===== src/rtl/cfg_chain_loader_pkg.sv =====
// cfg_chain_loader shared types: FSM state encoding and default sizing.
// Optional readback pass is selected by CFG_READBACK_EN.
package cfg_chain_pkg;

  localparam int CFG_WIDTH_DEF = 52;
  localparam int SCLK_DIV_DEF  = 2;
  localparam int RST_HOLD_DEF  = 4;

  typedef enum logic [2:0] {
    ST_IDLE,
    ST_HOLD,
    ST_SHIFT,
    ST_VERIFY,
    ST_LATCH,
    ST_RELEASE,
    ST_DONE,
    ST_ERROR
  } state_e;

endpackage


===== src/rtl/cfg_chain_loader_if.sv =====
// Bundle between UART loader, scan chain and fabric for cfg_chain_loader.
// chain_sdi is only consumed when CFG_READBACK_EN is defined.
interface cfg_chain_loader_if
  import cfg_chain_pkg::*;
#(
  parameter int CFG_WIDTH = CFG_WIDTH_DEF
);

  logic                 cfg_valid;
  logic [CFG_WIDTH-1:0] cfg_bits;
  logic                 cfg_src_error;
  logic                 chain_sclk;
  logic                 chain_sdo;
  logic                 chain_sdi;
  logic                 chain_latch;
  logic                 fabric_rst;
  logic                 busy;
  logic                 loaded;
  logic                 load_error;

  modport master (
    input  cfg_valid,
    input  cfg_bits,
    input  cfg_src_error,
    input  chain_sdi,
    output chain_sclk,
    output chain_sdo,
    output chain_latch,
    output fabric_rst,
    output busy,
    output loaded,
    output load_error
  );

  modport slave (
    output cfg_valid,
    output cfg_bits,
    output cfg_src_error,
    output chain_sdi,
    input  chain_sclk,
    input  chain_sdo,
    input  chain_latch,
    input  fabric_rst,
    input  busy,
    input  loaded,
    input  load_error
  );

endinterface


===== src/rtl/cfg_chain_loader_sclk_gen.sv =====
// Scan clock generator: bit-period counter, sclk phase and bit index.
// o_rise (sclk rising strobe) exists only with CFG_READBACK_EN.
module cfg_sclk_gen
  import cfg_chain_pkg::*;
#(
  parameter int W = CFG_WIDTH_DEF,
  parameter int D = SCLK_DIV_DEF
) (
  input  logic clk,
  input  logic rst,
  input  logic i_en,
  input  logic i_keep,
  output logic o_sclk,
  output logic o_bit_done,
  output logic o_pass_done
`ifdef CFG_READBACK_EN
  ,
  output logic o_rise
`endif
);

  localparam int CW = $clog2(2 * D);
  localparam int BW = $clog2(W);

  logic [CW-1:0] r_cnt;
  logic [CW-1:0] w_cnt_nxt;
  logic [BW-1:0] r_bit;
  logic          r_sclk;
  logic          w_cnt_end;
  logic          w_bit_end;
  logic          w_run;

  assign w_cnt_end = r_cnt == CW'(2 * D - 1);
  assign w_bit_end = r_bit == BW'(W - 1);
  assign w_run     = i_en & i_keep;
  assign w_cnt_nxt = w_cnt_end ? '0 : r_cnt + 1'b1;

  // sclk is a flop so the chain never sees decode glitches
  always_ff @(posedge clk) begin
    if (rst || !w_run) begin
      r_cnt  <= '0;
      r_bit  <= '0;
      r_sclk <= 1'b0;
    end else begin
      r_cnt  <= w_cnt_nxt;
      r_sclk <= w_cnt_nxt >= CW'(D);
      if (w_cnt_end)
        r_bit <= w_bit_end ? '0 : r_bit + 1'b1;
    end
  end

  assign o_sclk      = r_sclk;
  assign o_bit_done  = i_en & w_cnt_end;
  assign o_pass_done = o_bit_done & w_bit_end;
`ifdef CFG_READBACK_EN
  assign o_rise      = i_en & (r_cnt == CW'(D - 1));
`endif

endmodule


===== src/rtl/cfg_chain_loader.sv =====
// Loads a config word MSB-first into the fabric scan chain, then latches.
// CFG_READBACK_EN adds a verify pass comparing chain_sdi before latch.
module cfg_chain_loader
  import cfg_chain_pkg::*;
#(
  parameter int CFG_WIDTH = CFG_WIDTH_DEF,
  parameter int SCLK_DIV  = SCLK_DIV_DEF,
  parameter int RST_HOLD  = RST_HOLD_DEF
) (
  input logic clk,
  input logic rst,
  cfg_chain_loader_if.master bus
);

  localparam int HW = (RST_HOLD > 1) ? $clog2(RST_HOLD) : 1;

  state_e               r_state;
  state_e               w_state_nxt;
  logic                 r_vld_d;
  logic [CFG_WIDTH-1:0] r_sh;
  logic [CFG_WIDTH-1:0] w_sh_nxt;
  logic [HW-1:0]        r_hold;
  logic                 r_sdo;
  logic                 r_fab_rst;
  logic                 r_busy;
  logic                 r_loaded;
  logic                 r_err;
  logic                 r_latch;
  logic                 w_edge;
  logic                 w_shifting;
  logic                 w_keep;
  logic                 w_load;
  logic                 w_sclk;
  logic                 w_bit_done;
  logic                 w_pass_done;
`ifdef CFG_READBACK_EN
  logic                 w_rise;
  logic                 w_mis;
`endif

  assign w_edge     = bus.cfg_valid & ~r_vld_d;
  assign w_shifting = (r_state == ST_SHIFT) ||
                      (r_state == ST_VERIFY);
  assign w_keep     = (w_state_nxt == ST_SHIFT) ||
                      (w_state_nxt == ST_VERIFY);
  assign w_load     = (w_state_nxt == ST_HOLD) &&
                      (r_state != ST_HOLD);

  cfg_sclk_gen #(
    .W (CFG_WIDTH),
    .D (SCLK_DIV)
  ) u_sclk (
    .clk         (clk),
    .rst         (rst),
    .i_en        (w_shifting),
    .i_keep      (w_keep),
    .o_sclk      (w_sclk),
    .o_bit_done  (w_bit_done),
    .o_pass_done (w_pass_done)
`ifdef CFG_READBACK_EN
    ,
    .o_rise      (w_rise)
`endif
  );

`ifdef CFG_READBACK_EN
  // r_sh rotates back to the original word, so its MSB is pass-1 bit k
  assign w_mis = (r_state == ST_VERIFY) & w_rise &
                 (bus.chain_sdi != r_sh[CFG_WIDTH-1]);
`endif

  always_comb begin
    w_state_nxt = r_state;
    w_sh_nxt    = r_sh;
    unique case (r_state)
      ST_IDLE:
        if (w_edge)
          w_state_nxt = bus.cfg_src_error ? ST_ERROR : ST_HOLD;
      ST_HOLD:
        if (r_hold == HW'(RST_HOLD - 1))
          w_state_nxt = ST_SHIFT;
      ST_SHIFT:
        if (w_pass_done)
`ifdef CFG_READBACK_EN
          w_state_nxt = ST_VERIFY;
`else
          w_state_nxt = ST_LATCH;
`endif
      ST_VERIFY: begin
        if (w_pass_done)
          w_state_nxt = ST_LATCH;
`ifdef CFG_READBACK_EN
        if (w_mis)
          w_state_nxt = ST_ERROR;
`endif
      end
      ST_LATCH:   w_state_nxt = ST_RELEASE;
      ST_RELEASE: w_state_nxt = ST_DONE;
      ST_DONE:
        if (w_edge)
          w_state_nxt = ST_HOLD;
      ST_ERROR:   w_state_nxt = ST_ERROR;
      default:    w_state_nxt = ST_IDLE;
    endcase
    if (bus.cfg_src_error &&
        (r_state == ST_HOLD || w_shifting))
      w_state_nxt = ST_ERROR;
    if (w_load)
      w_sh_nxt = bus.cfg_bits;
    else if (w_shifting && w_bit_done)
      w_sh_nxt = {r_sh[CFG_WIDTH-2:0], r_sh[CFG_WIDTH-1]};
  end

  // outputs are registered from the next state
  always_ff @(posedge clk) begin
    if (rst) begin
      r_state   <= ST_IDLE;
      r_vld_d   <= 1'b0;
      r_sh      <= '0;
      r_hold    <= '0;
      r_sdo     <= 1'b0;
      r_fab_rst <= 1'b1;
      r_busy    <= 1'b0;
      r_loaded  <= 1'b0;
      r_err     <= 1'b0;
      r_latch   <= 1'b0;
    end else begin
      r_state   <= w_state_nxt;
      r_vld_d   <= bus.cfg_valid;
      r_sh      <= w_sh_nxt;
      r_hold    <= (r_state == ST_HOLD) ? r_hold + 1'b1 : '0;
      r_sdo     <= w_keep & w_sh_nxt[CFG_WIDTH-1];
      r_fab_rst <= w_state_nxt != ST_DONE;
      r_busy    <= w_state_nxt inside {ST_HOLD, ST_SHIFT,
                     ST_VERIFY, ST_LATCH, ST_RELEASE};
      r_loaded  <= w_state_nxt == ST_DONE;
      r_err     <= w_state_nxt == ST_ERROR;
      r_latch   <= w_state_nxt == ST_LATCH;
    end
  end

  assign bus.chain_sclk  = w_sclk;
  assign bus.chain_sdo   = r_sdo;
  assign bus.chain_latch = r_latch;
  assign bus.fabric_rst  = r_fab_rst;
  assign bus.busy        = r_busy;
  assign bus.loaded      = r_loaded;
  assign bus.load_error  = r_err;

endmodule

===== src/flat_wrapper.sv =====
// flat-port wrapper written by rule: the top's interface ports become plain ports
module cfg_chain_loader_flat import cfg_chain_pkg::*;
#(
  parameter int CFG_WIDTH = CFG_WIDTH_DEF,
  parameter int SCLK_DIV  = SCLK_DIV_DEF,
  parameter int RST_HOLD  = RST_HOLD_DEF
)
  (clk, rst, bus_cfg_valid, bus_cfg_bits, bus_cfg_src_error, bus_chain_sdi, bus_chain_sclk, bus_chain_sdo, bus_chain_latch, bus_fabric_rst, bus_busy, bus_loaded, bus_load_error);
  cfg_chain_loader_if #(.CFG_WIDTH(CFG_WIDTH)) bus_i ();
  input logic clk;
  input logic rst;
  input wire logic [$bits(bus_i.cfg_valid)-1:0] bus_cfg_valid;
  input wire logic [$bits(bus_i.cfg_bits)-1:0] bus_cfg_bits;
  input wire logic [$bits(bus_i.cfg_src_error)-1:0] bus_cfg_src_error;
  input wire logic [$bits(bus_i.chain_sdi)-1:0] bus_chain_sdi;
  output wire logic [$bits(bus_i.chain_sclk)-1:0] bus_chain_sclk;
  output wire logic [$bits(bus_i.chain_sdo)-1:0] bus_chain_sdo;
  output wire logic [$bits(bus_i.chain_latch)-1:0] bus_chain_latch;
  output wire logic [$bits(bus_i.fabric_rst)-1:0] bus_fabric_rst;
  output wire logic [$bits(bus_i.busy)-1:0] bus_busy;
  output wire logic [$bits(bus_i.loaded)-1:0] bus_loaded;
  output wire logic [$bits(bus_i.load_error)-1:0] bus_load_error;
  assign bus_i.cfg_valid = bus_cfg_valid;
  assign bus_i.cfg_bits = bus_cfg_bits;
  assign bus_i.cfg_src_error = bus_cfg_src_error;
  assign bus_i.chain_sdi = bus_chain_sdi;
  assign bus_chain_sclk = bus_i.chain_sclk;
  assign bus_chain_sdo = bus_i.chain_sdo;
  assign bus_chain_latch = bus_i.chain_latch;
  assign bus_fabric_rst = bus_i.fabric_rst;
  assign bus_busy = bus_i.busy;
  assign bus_loaded = bus_i.loaded;
  assign bus_load_error = bus_i.load_error;
  cfg_chain_loader #(.CFG_WIDTH(CFG_WIDTH), .SCLK_DIV(SCLK_DIV), .RST_HOLD(RST_HOLD)) u_core (.clk(clk), .rst(rst), .bus(bus_i));
endmodule

===== config.mk =====
export PLATFORM = sky130hd
export DESIGN_NAME = cfg_chain_loader_flat
export DESIGN_NICKNAME = d
export VERILOG_FILES = /design/src/rtl/cfg_chain_loader_pkg.sv /design/src/rtl/cfg_chain_loader_if.sv /design/src/rtl/cfg_chain_loader_sclk_gen.sv /design/src/rtl/cfg_chain_loader.sv /design/src/flat_wrapper.sv
export SDC_FILE = /design/constraint.sdc
export NUM_CORES = 1
export LEC_CHECK = 0
export BUFFER_PORTS_ARGS = -buffer_cell sky130_fd_sc_hd__buf_2
export CAP_MARGIN = 15
export CORE_UTILIZATION = 55
export CTS_CLUSTER_DIAMETER = 40
export CTS_CLUSTER_SIZE = 30
export DETAILED_ROUTE_END_ITERATION = 10
export PLACE_DENSITY = 0.79
export SLEW_MARGIN = 15
export SYNTH_ARGS = -nofsm -noshare
export SYNTH_HDL_FRONTEND = slang
export SYNTH_SLANG_ARGS = --single-unit

===== constraint.sdc =====
create_clock -name clk -period 4 [get_ports clk]
set_input_delay 1.2 -clock clk [delete_from_list [all_inputs] [get_ports clk]]
set_output_delay 1.2 -clock clk [all_outputs]
set_load 0.02 [all_outputs]

==> out/results.ini <==
[run_status]
status = finished, final reports clean

[clock_tree]
cts_buffers = 9
cts_setup_buffers = 0
htreeDepth = 3
ctsResizeCount = 0
cts_sinks = 72
cts-root-buf = clkbuf_8
cts_tree = yes
clockBufferDepth = 2
insertion_delay_ns = 0.34
clkTransAtPathRegs_ns = 0.07
postCtsHoldBufs = 0

[placement]
dp_hpwl_um = 4130
port_buffers = 62
gp_congestion = 0.785

[floorplanning]
rows = 27
initial_core_util = 0.584
die_w_um = 79.7
ios = 64
die_y_um = 79.7
coreArea_mm2 = 0.00568
die_area_mm2 = 0.00635

[grt]
globalRoute.totalOverflow = 0
grt_pass1_vias = 2291
antenna_found_initial = 0
grt_max_degree = 70
grt_use_total = 0.206
grt_first_pass_wirelength_um = 10100

[power_and_ir_drop]
irDropWorstVdd_mv = 0.328
power_density_mw_per_mm2 = 433
leakage_nw = 1.83
power_mw = 1.65

[yosys]
synth_flop_cell = dfxtp_1
async_flop_share = 0
synth.area.top_cells = dfxtp_1 (43%), mux2i_1 (16%), a211oi_1 (12%)
synth_most_common_cell = dfxtp_1
synthCells = 330
synth-edff-count = 0
synth_top_cell_by_area = dfxtp_1
yosysTopAreaCellShare = 0.435
yosys_warnings = 0
avgSynthCellArea_um2 = 10.1
synth_area_mm2 = 0.00332
synth_nets = 390
ys_types = 47
ys_ff_latch = 72
seq_area_frac_synth = 0.435
ys_top_cells_by_count = dfxtp_1 (72), nor2_1 (56), mux2i_1 (54), a211oi_1 (51), buf_2 (14)

[detailed_routing]
wl_um = 6220
wl_per_cell_um = 13.6
avgViaCountPerCell = 5.58
routed-via-count = 2546
drtIter0Drc = 140
postRouteAntennaNets = 0
drc_errors = 0
dr.pass1.iters = 4

[worst_setup_path]
reg2reg_from = u_core.u_sclk.r_cnt[0]
arrival_ns = 2.56
rr_worst_depth = 5
reg2reg_slack_ns = 1.68
r2r_end = u_core.r_sh[14]
critical_path.startpoint_type = register
end_kind = register
worstPathRequired_ns = 4.24
crit_type = register to register
path_max_fanout = 20

[cells_and_area]
fillerInstances = 498
n_antenna_cell = 0
drive_gt1_frac = 0.258
nets = 440
regArea_mm2 = 0.00144
multi_input_area_mm2 = 0.00172
area_delta_synth_final_pct = 15.1

[worst_hold_path]
min_to = u_core.r_hold[0]
whs_path_depth = 1
min_from = u_core.r_hold[0]
hp-class = register to register

[sta]
relSlewSlack = 0.426
rsz0062_at_grt = false
tns_ns = 0
post-route-min-period_ns = 2.32
fin_crit_sh = 0.581
worst_pin_slew_ns = 0.861
hold_viol = 0
setup_viol = 0
maxSlewViolCount = 0
max_freq_ghz = 0.430
fin_worst_skew_ns = 0.00881

[flow_run]
cap_violations = 0

==> per-layer routing <==
layer  vias to the layer above  wire length (um)  GRT usage
met4                         0                77     0.0873
met2                        53              2860      0.322
met1                      1178              2980      0.266
met5                         -                 0          0
li1                       1307                 -          -
met3                         8               304     0.0537
==> logic make-up (layout without fill, tap and decap cells) <==
group	count (synthesis)	in the layout	synth area share
fa+ha+maj	3	3	0.0113
mux	55	55	0.166
flops	72	72	0.435
compound gates	68	68	0.167
simple gates	96	96	0.160
xor+xnor	5	5	0.0132
buf+inv	31	85	0.0483
==> worst max path at each step <==
stage	cells past startpoint	endpoint	start
finish	5	u_core.r_sh[14]	u_core.u_sclk.r_cnt[0]
global route	5	u_core.r_sh[1]	u_core.u_sclk.r_cnt[0]
CTS	5	u_core.r_sh[14]	u_core.u_sclk.r_cnt[0]
detailed placement	6	u_core.r_sh[14]	bus_cfg_valid
global placement	6	u_core.r_sh[28]	bus_cfg_src_error
floorplan	4	u_core.bus.busy	bus_cfg_valid
==> cells in the final DEF (no fill, tap or decap), types with 2 or more instances in the layout <==
cell type / n
nor2_1: 56
nor2b_1: 3
buf_4: 5
ha_1: 3
clkbuf_8: 10
inv_1: 2
dfxtp_1: 72
nor4b_1: 2
nand2_1: 6
xnor2_1: 2
nand2b_1: 4
nand4_1: 2
buf_2: 62
a211oi_1: 51
clkinv_2: 3
nor3_1: 4
nor4_2: 6
mux2i_1: 54
xor2_1: 3
and2_1: 2
nor4b_2: 2
==> flip-flops by register name, summed over array words and instances (netlist names) <==
name,cells
u_core.u_sclk.r_bit,6
u_core.bus.busy,1
u_core.bus.chain_sdo,1
u_core.r_state,3
u_core.r_vld_d,1
u_core.r_sh,52
u_core.u_sclk.r_cnt,2
u_core.bus.fabric_rst,1
u_core.bus.chain_latch,1
u_core.r_hold,2
u_core.bus.load_error,1
u_core.bus.loaded,1
==> through the flow <==
step	hold slack, ns	util	setup WS, ns	area (um^2)	cells
global placement	0.415	0.640	1.48	3630	441
CTS	0.434	0.672	1.65	3820	456
floorplan	0.404	-	1.82	3320	330
finish	0.428	0.672	1.68	3820	456
detailed placement	0.423	0.640	1.45	3630	441
global route	0.453	0.672	1.45	3820	456
==> worst max-delay path: stages (launching register included) <==
cell,delay [ns]
dfxtp_1,0.34
ha_1,0.38
nand3b_1,0.60
buf_4,0.48
mux2i_1,0.16
a211oi_1,0.26
==> layout make-up <==
class | instances | area share
inverters | 2 | 0.00197
well taps | 72 | 0.0236
multi-input cells | 227 | 0.451
clock inverters | 4 | 0.0118
flip-flops and latches | 72 | 0.378
clock buffers | 11 | 0.0370
repair buffers | 68 | 0.0964
==> power by group <==
group	internal [mW]	switching (mW)	total [mW]
Clock	0.299	0.250	0.549
Sequential	0.783	0.0451	0.828
Combinational	0.119	0.157	0.276
Total	1.20	0.452	1.65
(Power assumes the default switching activity.)
